**src/rtl/sony_imx_pkg.sv**
```systemverilog
// Shared types for the Sony IMX camera capture path: packer FSM states and lane geometry.
package sony_imx_pkg;

  localparam int LANE_BYTE_W = 8;

  typedef enum logic [2:0] {
    IDLE    = 3'd0,
    WAIT_VS = 3'd1,
    WAIT_HS = 3'd2,
    SKIP    = 3'd3,
    ACTIVE  = 3'd4
  } state_t;

  // Status counters stick at all-ones rather than wrapping to a misleading small value.
  function automatic logic [15:0] sat_inc16(input logic [15:0] value);
    return (value == 16'hFFFF) ? value : value + 16'd1;
  endfunction

endpackage

```
**src/rtl/axis_sync_fifo.sv**
```systemverilog
// Single-clock first-word-fall-through FIFO; head entry is visible on pop_data whenever not empty.
module axis_sync_fifo #(
  parameter int WIDTH = 66,
  parameter int DEPTH = 16
) (
  input  logic             clk,
  input  logic             rst_n,
  input  logic             push,
  input  logic [WIDTH-1:0] push_data,
  output logic             push_ok,
  input  logic             pop,
  output logic [WIDTH-1:0] pop_data,
  output logic             full,
  output logic             empty
);

  localparam int AW = $clog2(DEPTH);

  logic [WIDTH-1:0] mem [DEPTH];
  logic [AW-1:0]    wr_ptr;
  logic [AW-1:0]    rd_ptr;
  logic [AW:0]      count;
  logic             wr_en;
  logic             rd_en;

  // A pop in the same cycle frees the slot, so a push into a full FIFO still lands.
  assign rd_en   = pop & ~empty;
  assign wr_en   = push & (~full | rd_en);
  assign push_ok = wr_en;

  assign full  = (count == (AW+1)'(DEPTH));
  assign empty = (count == '0);

  always_ff @(posedge clk) begin
    if (wr_en) begin
      mem[wr_ptr] <= push_data;
    end
  end

  always_ff @(posedge clk or negedge rst_n) begin
    if (!rst_n) begin
      wr_ptr <= '0;
      rd_ptr <= '0;
      count  <= '0;
    end else begin
      if (wr_en) begin
        wr_ptr <= wr_ptr + 1'b1;
      end
      if (rd_en) begin
        rd_ptr <= rd_ptr + 1'b1;
      end
      unique case ({wr_en, rd_en})
        2'b10:   count <= count + 1'b1;
        2'b01:   count <= count - 1'b1;
        default: count <= count;
      endcase
    end
  end

  // Gating keeps the stream outputs at zero while nothing is queued (including straight after reset).
  assign pop_data = empty ? '0 : mem[rd_ptr];

endmodule

```
**src/rtl/axi_sony_imx_stream_packer.sv**
```systemverilog
// Turns one camera's synchronized lane words plus VS/HS into an AXI-Stream video stream
// with tuser on start of frame and tlast on end of line, buffered by a small FIFO.
module axi_sony_imx_stream_packer
  import sony_imx_pkg::*;
#(
  parameter int LANE_WIDTH   = 8,
  parameter int HEADER_WORDS = 10,
  parameter int FIFO_DEPTH   = 16
) (
  input  logic                              i_axi_clk,
  input  logic                              i_axi_rst_n,
  input  logic                              i_enable,
  input  logic                              i_clear_overflow,
  input  logic [LANE_BYTE_W*LANE_WIDTH-1:0] i_sync_data,
  input  logic                              i_imx_vs,
  input  logic                              i_imx_hs,
  output logic                              o_axis_tvalid,
  input  logic                              i_axis_tready,
  output logic [LANE_BYTE_W*LANE_WIDTH-1:0] o_axis_tdata,
  output logic                              o_axis_tuser,
  output logic                              o_axis_tlast,
  output logic                              o_overflow,
  output logic [15:0]                       o_line_count,
  output logic [31:0]                       o_frame_count
);

  localparam int DATA_W = LANE_BYTE_W * LANE_WIDTH;
  localparam int FIFO_W = DATA_W + 2;
  localparam int SKIP_W = $clog2(HEADER_WORDS + 1);

  state_t              state;
  state_t              next_state;
  logic                vs_d;
  logic                hs_d;
  logic                vs_rise;
  logic                hs_rise;
  logic                hs_fall;
  logic                line_end;
  logic                frame_start;
  logic                skip_load;
  logic                skip_inc;
  logic                capture;
  logic [SKIP_W-1:0]   skip_cnt;
  logic                stage_valid;
  logic [DATA_W-1:0]   stage_data;
  logic                sof;
  logic                push;
  logic                push_ok;
  logic                push_last;
  logic                pop;
  logic                drop;
  logic                fifo_full;
  logic                fifo_empty;
  logic [FIFO_W-1:0]   push_word;
  logic [FIFO_W-1:0]   head_word;

  always_ff @(posedge i_axi_clk or negedge i_axi_rst_n) begin
    if (!i_axi_rst_n) begin
      vs_d <= 1'b0;
      hs_d <= 1'b0;
    end else begin
      vs_d <= i_imx_vs;
      hs_d <= i_imx_hs;
    end
  end

  assign vs_rise = i_imx_vs & ~vs_d;
  assign hs_rise = i_imx_hs & ~hs_d;
  assign hs_fall = ~i_imx_hs & hs_d;
  // VS dropping while HS is still high closes the line exactly like an HS fall.
  assign line_end = hs_fall | ~i_imx_vs;

  always_ff @(posedge i_axi_clk or negedge i_axi_rst_n) begin
    if (!i_axi_rst_n) begin
      state <= IDLE;
    end else begin
      state <= next_state;
    end
  end

  always_comb begin
    next_state = state;
    unique case (state)
      IDLE: begin
        if (i_enable) next_state = WAIT_VS;
      end
      WAIT_VS: begin
        if (vs_rise) next_state = WAIT_HS;
      end
      WAIT_HS: begin
        // Enable is only looked at here, once the frame has fully ended.
        if (!i_imx_vs)    next_state = i_enable ? WAIT_VS : IDLE;
        else if (hs_rise) next_state = (HEADER_WORDS <= 1) ? ACTIVE : SKIP;
      end
      SKIP: begin
        if (line_end)                                   next_state = WAIT_HS;
        else if (skip_cnt >= SKIP_W'(HEADER_WORDS - 1)) next_state = ACTIVE;
      end
      ACTIVE: begin
        if (line_end) next_state = WAIT_HS;
      end
      default: next_state = IDLE;
    endcase
  end

  always_comb begin
    frame_start = (state == WAIT_VS) & vs_rise;
    skip_load   = (state == WAIT_HS) & i_imx_vs & hs_rise;
    skip_inc    = (state == SKIP) & ~line_end;
    capture     = (state == ACTIVE) & ~line_end;
  end

  // The HS rise cycle is header word 1, so the counter starts at 1 there.
  always_ff @(posedge i_axi_clk or negedge i_axi_rst_n) begin
    if (!i_axi_rst_n) begin
      skip_cnt <= '0;
    end else if (skip_load) begin
      skip_cnt <= SKIP_W'(1);
    end else if (skip_inc) begin
      skip_cnt <= skip_cnt + SKIP_W'(1);
    end
  end

  // One-word lookahead: a word is only known to be the last once the next cycle shows no capture.
  always_ff @(posedge i_axi_clk or negedge i_axi_rst_n) begin
    if (!i_axi_rst_n) begin
      stage_valid <= 1'b0;
      stage_data  <= '0;
    end else begin
      stage_valid <= capture;
      if (capture) begin
        stage_data <= i_sync_data;
      end
    end
  end

  assign push      = stage_valid;
  assign push_last = ~capture;
  assign push_word = {sof, push_last, stage_data};
  assign pop       = o_axis_tvalid & i_axis_tready;
  assign drop      = push & ~push_ok;

  axis_sync_fifo #(
    .WIDTH (FIFO_W),
    .DEPTH (FIFO_DEPTH)
  ) u_fifo (
    .clk       (i_axi_clk),
    .rst_n     (i_axi_rst_n),
    .push      (push),
    .push_data (push_word),
    .push_ok   (push_ok),
    .pop       (pop),
    .pop_data  (head_word),
    .full      (fifo_full),
    .empty     (fifo_empty)
  );

  assign o_axis_tvalid = ~fifo_empty;
  assign {o_axis_tuser, o_axis_tlast, o_axis_tdata} = head_word;

  // sof survives a dropped beat so tuser still reaches the first beat that makes it downstream.
  always_ff @(posedge i_axi_clk or negedge i_axi_rst_n) begin
    if (!i_axi_rst_n) begin
      sof           <= 1'b0;
      o_overflow    <= 1'b0;
      o_line_count  <= '0;
      o_frame_count <= '0;
    end else begin
      if (frame_start) begin
        sof <= 1'b1;
      end else if (push_ok) begin
        sof <= 1'b0;
      end

      if (drop) begin
        o_overflow <= 1'b1;
      end else if (i_clear_overflow) begin
        o_overflow <= 1'b0;
      end

      if (frame_start) begin
        o_line_count <= '0;
      end else if (push && push_last) begin
        o_line_count <= sat_inc16(o_line_count);
      end

      if (frame_start) begin
        o_frame_count <= o_frame_count + 32'd1;
      end
    end
  end

endmodule

```
**config.mk**
```make
export PLATFORM = sky130hd
export DESIGN_NAME = axi_sony_imx_stream_packer
export DESIGN_NICKNAME = d
export VERILOG_FILES = /design/src/rtl/sony_imx_pkg.sv /design/src/rtl/axis_sync_fifo.sv /design/src/rtl/axi_sony_imx_stream_packer.sv
export SDC_FILE = /design/constraint.sdc
export NUM_CORES = 1
export LEC_CHECK = 0
export CAP_MARGIN = 20
export CELL_PAD_IN_SITES_DETAIL_PLACEMENT = 0
export CELL_PAD_IN_SITES_GLOBAL_PLACEMENT = 2
export CORE_AREA = 2 2 331 333
export CTS_CLUSTER_DIAMETER = 80
export DETAILED_ROUTE_END_ITERATION = 7
export DIE_AREA = 0 0 333 335
export PLACE_DENSITY = 0.82
export SYNTH_ARGS = -nofsm -noshare
export SYNTH_HDL_FRONTEND = slang
export SYNTH_SLANG_ARGS = --single-unit
```
**constraint.sdc**
```tcl
create_clock -name i_axi_clk -period 6.2 [get_ports i_axi_clk]
set_input_delay 0.93 -clock i_axi_clk [delete_from_list [all_inputs] [get_ports i_axi_clk]]
set_output_delay 0.93 -clock i_axi_clk [all_outputs]
set_load 0.02 [all_outputs]
```
# Word level (Yosys, flattened, before mapping)
# Memories as Yosys holds them, arrays and structs flattened.
# Cells that the tools add are included.
[classes]
n_mux = 22
n_addsub = 7
n_eq_ne = 14
magnitude_cmp = 1
reduce_logical = 10
bitwise = 23
[ops]
columns = ["op", "n"]
rows = [
  ["two-way mux 66 bit", 1],
  ["two-way mux 16 bit", 3],
  ["adder 32 x 1 -> 32 bit, second input constant", 1],
  ["two-way mux 3 bit", 7],
  ["adder 16 x 1 -> 16 bit, second input constant", 1],
  ["equality test 16 bit, second input constant", 1],
  ["one-hot mux 3 bit (5 select lines)", 1],
  ["adder 4 x 1 -> 4 bit, second input constant", 3],
  ["AND 1 bit", 12],
  ["one-hot mux 5 bit (2 select lines)", 1],
  ["nonzero test 2 bit", 5],
  ["NOT 1 bit", 9],
  ["two-way mux 4 bit", 2],
  ["inequality test 2 bit, second input constant", 4],
  ["two-way mux 1 bit", 7],
  ["equality test 3 x 2 -> 1 bit, second input constant", 2],
  ["inequality test 3 bit, second input constant", 2],
  ["adder 5 x 1 -> 5 bit, second input constant", 1],
  ["equality test 5 bit, second input constant", 1],
  ["logical NOT 5 bit", 1],
  ["AND reduction 5 bit", 1],
  ["subtractor 5 x 1 -> 5 bit, second input constant", 1],
  ["greater-or-equal comparator 4 bit, second input constant", 1],
  ["equality test 3 x 1 -> 1 bit, second input constant", 1],
  ["7 further kinds", 8],
]
[totals]
memories = 1
regBits = 137
output_inout_bits = 116
inputBits = 71
wordCells = 91
mem_bits_rw = 1056
[memory_table]
columns = ["memory", "depth", "word_bits", "read_ports", "rd_clocked_by_memory_dff", "wr", "line_no", "source"]
rows = [
  ["u_fifo.mem", 16, 66, 1, 0, 1, "axis_sync_fifo.sv:19", "logic [WIDTH-1:0] mem [DEPTH];"],
]

# Longest topological paths before layout
[depth]
depth_word = 9
mapped_depth = 9
ltp_nobuf = 8

# By module
# A second synthesis with hierarchy kept.
[hier_totals]
cells_unflattened = 2323
hier_area_um2 = 46509.6
[by_module_without_submodules]
columns = ["module", "area_each_um2", "n_inst", "cells_per_inst", "seq_area_each_um2"]
rows = [
  ["axis_sync_fifo", 40959.3, 1, 1748, 32035.7],
  ["axi_sony_imx_stream_packer", 5550.3, 1, 575, 3103.0],
]

# Worst setup path before layout
# OpenSTA, ideal clock, no wires.
[synth_timing]
path_type = "input -> register"
from = "input i_axis_tready"
to = "memory u_fifo.mem[3][0], enable pin"
slack_ps = -271
stages = 5
setup_ps = 571
n_path_buf = 1
required_ps = 5629
arrival_ps = 5900
path_cell_list = "nand2b_1 o21a_1 buf_6 nand2_1 nor3_1"
[synth_via]
elab_chain_cells = 6
[synth_lines]
columns = ["item", "line_no", "source"]
rows = [
  ["start: declaration", "axi_sony_imx_stream_packer.sv:18", "input logic i_axis_tready,"],
  ["AND 1 bit", "axi_sony_imx_stream_packer.sv:140", "assign pop = o_axis_tvalid & i_axis_tready;"],
  ["AND 1 bit", "axis_sync_fifo.sv:27", "assign rd_en = pop & ~empty;"],
  ["bitwise OR 1 bit", "axis_sync_fifo.sv:28", "assign wr_en = push & (~full | rd_en);"],
  ["AND 1 bit", "axis_sync_fifo.sv:28", ""],
  ["two-way mux 1 bit", "axis_sync_fifo.sv:35", "if (wr_en) begin"],
  ["two-way mux 1 bit (not written as such)", "axis_sync_fifo.sv:36", "mem[wr_ptr] <= push_data;"],
  ["end: declaration", "axis_sync_fifo.sv:19", ""],
]
# Every way passes these cells.

# Worst setup path in the final report
[layout_timing]
from = "register u_fifo.rd_ptr[2]"
to = "output o_axis_tdata[61]"
[layout_via]
elab_chain_cells = 2
[layout_lines]
columns = ["item", "line_no", "source"]
rows = [
  ["start: declaration", "axis_sync_fifo.sv:21", "logic [AW-1:0] rd_ptr;"],
  ["start signal: assignment", "axis_sync_fifo.sv:50", "rd_ptr <= rd_ptr + 1'b1;"],
  ["memory read (16 x 66 bit)", "-", ""],
  ["two-way mux 66 bit", "axis_sync_fifo.sv:61", "assign pop_data = empty ? '0 : mem[rd_ptr];"],
  ["end: declaration", "axi_sony_imx_stream_packer.sv:19", "output logic [LANE_BYTE_W*LANE_WIDTH-1:0] o_axis_tdata,"],
]
# Every way passes these cells.

==> impl_metrics.yaml <==
status:
  status: "complete, no violations"
setup_path:
  start_kind: "register"
  cp.arrival_ps: 3730
  cp_max_fo: 46
  critical_path_class: "reg2out"
  cp.required_ps: 5270
  cp-end-kind: "output port"
cells_and_area:
  seq_area_um2: 35200
  fin_nets: 2592
  antennaDiodeCount: 0
  final_util: 0.503
  multi_input_area_um2: 10500
  area_growth_pct: 17.9
  final_layout_size_suffix_gt1_frac: 0.211
  fill_cells: 8554
clocking:
  ctsHoldBuffers: 0
  cts_resized: 0
  clk_transition_reported_paths_ps: 60
  cts_inserted_buffers: 121
  clock_latency_ps: 700
  clk_path_buf_depth: 3
  root_buffer: "clkbuf_16"
  htree_num_levels: 3
  cts_tree: "done"
  cts_sinks: 1193
  cts_setup_buffers: 0
synth:
  yosysWarnings: 0
  synth_commonest_cells: "1,056 x edfxtp_1, 264 x mux4_2, 226 x nand2_1, 141 x mux2i_1, 137 x dfrtp_1"
  synth-edff-count: 1056
  synthFlopType: "edfxtp_1"
  ys_types: 52
  seq_area_frac_synth: 0.762
  synth_fp_nets: 2362
  synthArstFlopShare: 0.115
  syn-instance-count: 2277
  synth_area_um2: 46100
  synth.most_common_cell: "edfxtp_1"
  yosysTopAreaCellShare: 0.688
  ys_ff_latch: 1193
  synthTopCellsByArea: "edfxtp_1 69%, mux4_2 13%, dfrtp_1 7.4%"
  synth_area_per_cell_um2: 20.2
  yosysTopAreaCell: "edfxtp_1"
sta:
  max_freq_mhz: 215
  finalCritPeriodShare: 0.751
  whs_ps: 246
  rsz0062_at_grt: "false"
  drv_slew: 0
  setup_viol: 0
  finClkSkew_ps: 35.3
  setup_slack_ps: 1540
  hold_violations: 0
  worstMarginPinSlew_ps: 942
  slew_headroom: 0.372
  finalSetupTns_ps: 0
  final.min_clock_period_ps: 4660
pwr:
  power.leakage_nw: 18.6
  peakVddDrop_v: 0.000350
  p_per_area_nw_per_um2: 451
global_route:
  grt-ovfl-total: 0
  grt_pass1_wl_um: 150000
  grt_usage: 0.180
  grt_antenna_before_repair: 8
  grt_pass1_vias: 24004
  grt_max_degree: 75
detailed_routing:
  first_pass_iters: 5
  routedWlPerCell_um: 25.0
  via_per_inst: 5.55
  final_antenna_net_count: 0
  drc: 0
  num_vias: 22369
  wirelength_um: 100000
  drt-initial-drc-count: 1979
place:
  gp_congestion: 0.747
  port_buffers: 186
  dpl_worst_slack_ps: 1910
  dpl.hpwl_um: 53800
die:
  ios: 187
  initial_utilization: 0.426
  fp.dieH_um: 335
  dieArea_um2: 112000
  rows: 121
  die_w_um: 333
  coreArea_um2: 108000
hold_path:
  hp-class: "in2async"
flow_run:
  cap_violations: 0
-- worst paths after layout --
| kind | from | to | slack (ps) | cells past startpoint |
|---|---|---|---|---|
| worst max-delay path | u_fifo.rd_ptr[2] | o_axis_tdata[61] | 1540 | 5 |
| worst min-delay path | i_axi_rst_n | o_frame_count[24] | 250 | 1 |
| worst max register to register | u_fifo.count[1] | u_fifo.count[4] | 3130 | 8 |
| worst min register to register | o_frame_count[31] | o_frame_count[31] | 480 | 1 |
| max in group asynchronous | i_axi_rst_n | u_fifo.rd_ptr[3] | 4450 | 2 |
| min in group i_axi_clk | o_frame_count[31] | o_frame_count[31] | 480 | 1 |
-- layout make-up --
class | count | area share
clock buffer | 148 | 0.0606
clock inverter | 82 | 0.0199
inverter | 22 | 0.00154
multi-input combinational | 939 | 0.193
sequential | 1193 | 0.647
tap | 1414 | 0.0326
timing repair buffer | 230 | 0.0450
-- kinds of logic (layout without fill, tap and decap cells) --
family                   after synthesis  in the layout  synth area share
XOR/XNOR                              43             43           0.00817
adder cells (fa/ha/maj)               14             14           0.00396
buffers and inverters                145            482            0.0132
multiplexers                         408            408             0.160
AND/OR/NAND/NOR                      362            362            0.0360
AO/OA/AOI/OAI                        112            112            0.0158
flip-flops                          1193           1193             0.762
-- power breakdown --
part	internal (mW)	total, mW	switching [mW]
Sequential	9.41	10.2	0.797
Combinational	3.16	6.46	3.30
Clock	4.75	7.84	3.09
-- cell usage in the layout, fill, tap and decap left out, types with 5 or more instances in the layout --
master / synthesis / routed
clkbuf_8: 0 / 12
buf_12: 0 / 17
inv_6: 0 / 9
o21ai_0: 7 / 7
nand4_1: 14 / 14
clkinvlp_4: 0 / 9
nor2_1: 23 / 11
and4_1: 7 / 7
bufinv_16: 0 / 23
nor3_1: 17 / 13
o22ai_1: 66 / 66
xor2_1: 22 / 22
ha_1: 13 / 13
o31ai_1: 7 / 7
inv_1: 22 / 21
or4_1: 7 / 7
edfxtp_1: 1056 / 1056
nor4_1: 11 / 11
clkbuf_1: 65 / 13
nand2_1: 226 / 225
nand3_1: 20 / 19
nand2b_1: 12 / 11
nor2_4: 0 / 12
a21oi_1: 12 / 12
mux4_2: 264 / 264
clkbuf_16: 0 / 123
xnor2_1: 21 / 21
mux2i_1: 141 / 141
buf_4: 0 / 25
or3_1: 5 / 5
dfrtp_1: 137 / 134
clkinv_4: 0 / 6
clkdlybuf4s50_1: 0 / 185
clkinv_2: 0 / 25
clkinv_1: 0 / 8
-- per-layer routing --
layer  track usage  vias up  wire (µm)
li1              -     9700          -
met1         0.237    11865      41600
met2         0.303      650      50400
met3        0.0393      138       6310
met4        0.0503       16       2000
met5             0        -        113
-- sequential cells by signal, indices dropped and copies added, names as in the netlist --
signal         count
u_fifo.mem      1056
stage_data        64
o_frame_count     32
o_line_count      16
u_fifo.count       5
skip_cnt           4
u_fifo.rd_ptr      4
u_fifo.wr_ptr      4
state              3
hs_d               1
o_overflow         1
push               1
sof                1
vs_d               1
-- stage by stage --
step,total power [mW],area (µm²),cells
final,24.5,54300,4028
after global placement,16.7,49900,3796
after CTS,24.7,54300,4026
after detailed placement,16.9,49900,3796
after floorplan,14.4,46100,2277
after global routing,25.5,54300,4028
-- critical path: stages (launching register included) --
cell	delay (ps)
dfrtp_4	910
buf_4	600
mux4_2	310
mux2i_1	70
o22ai_1	420
clkdlybuf4s50_1	700
Note: power is estimated with default switching activity, not from simulation.
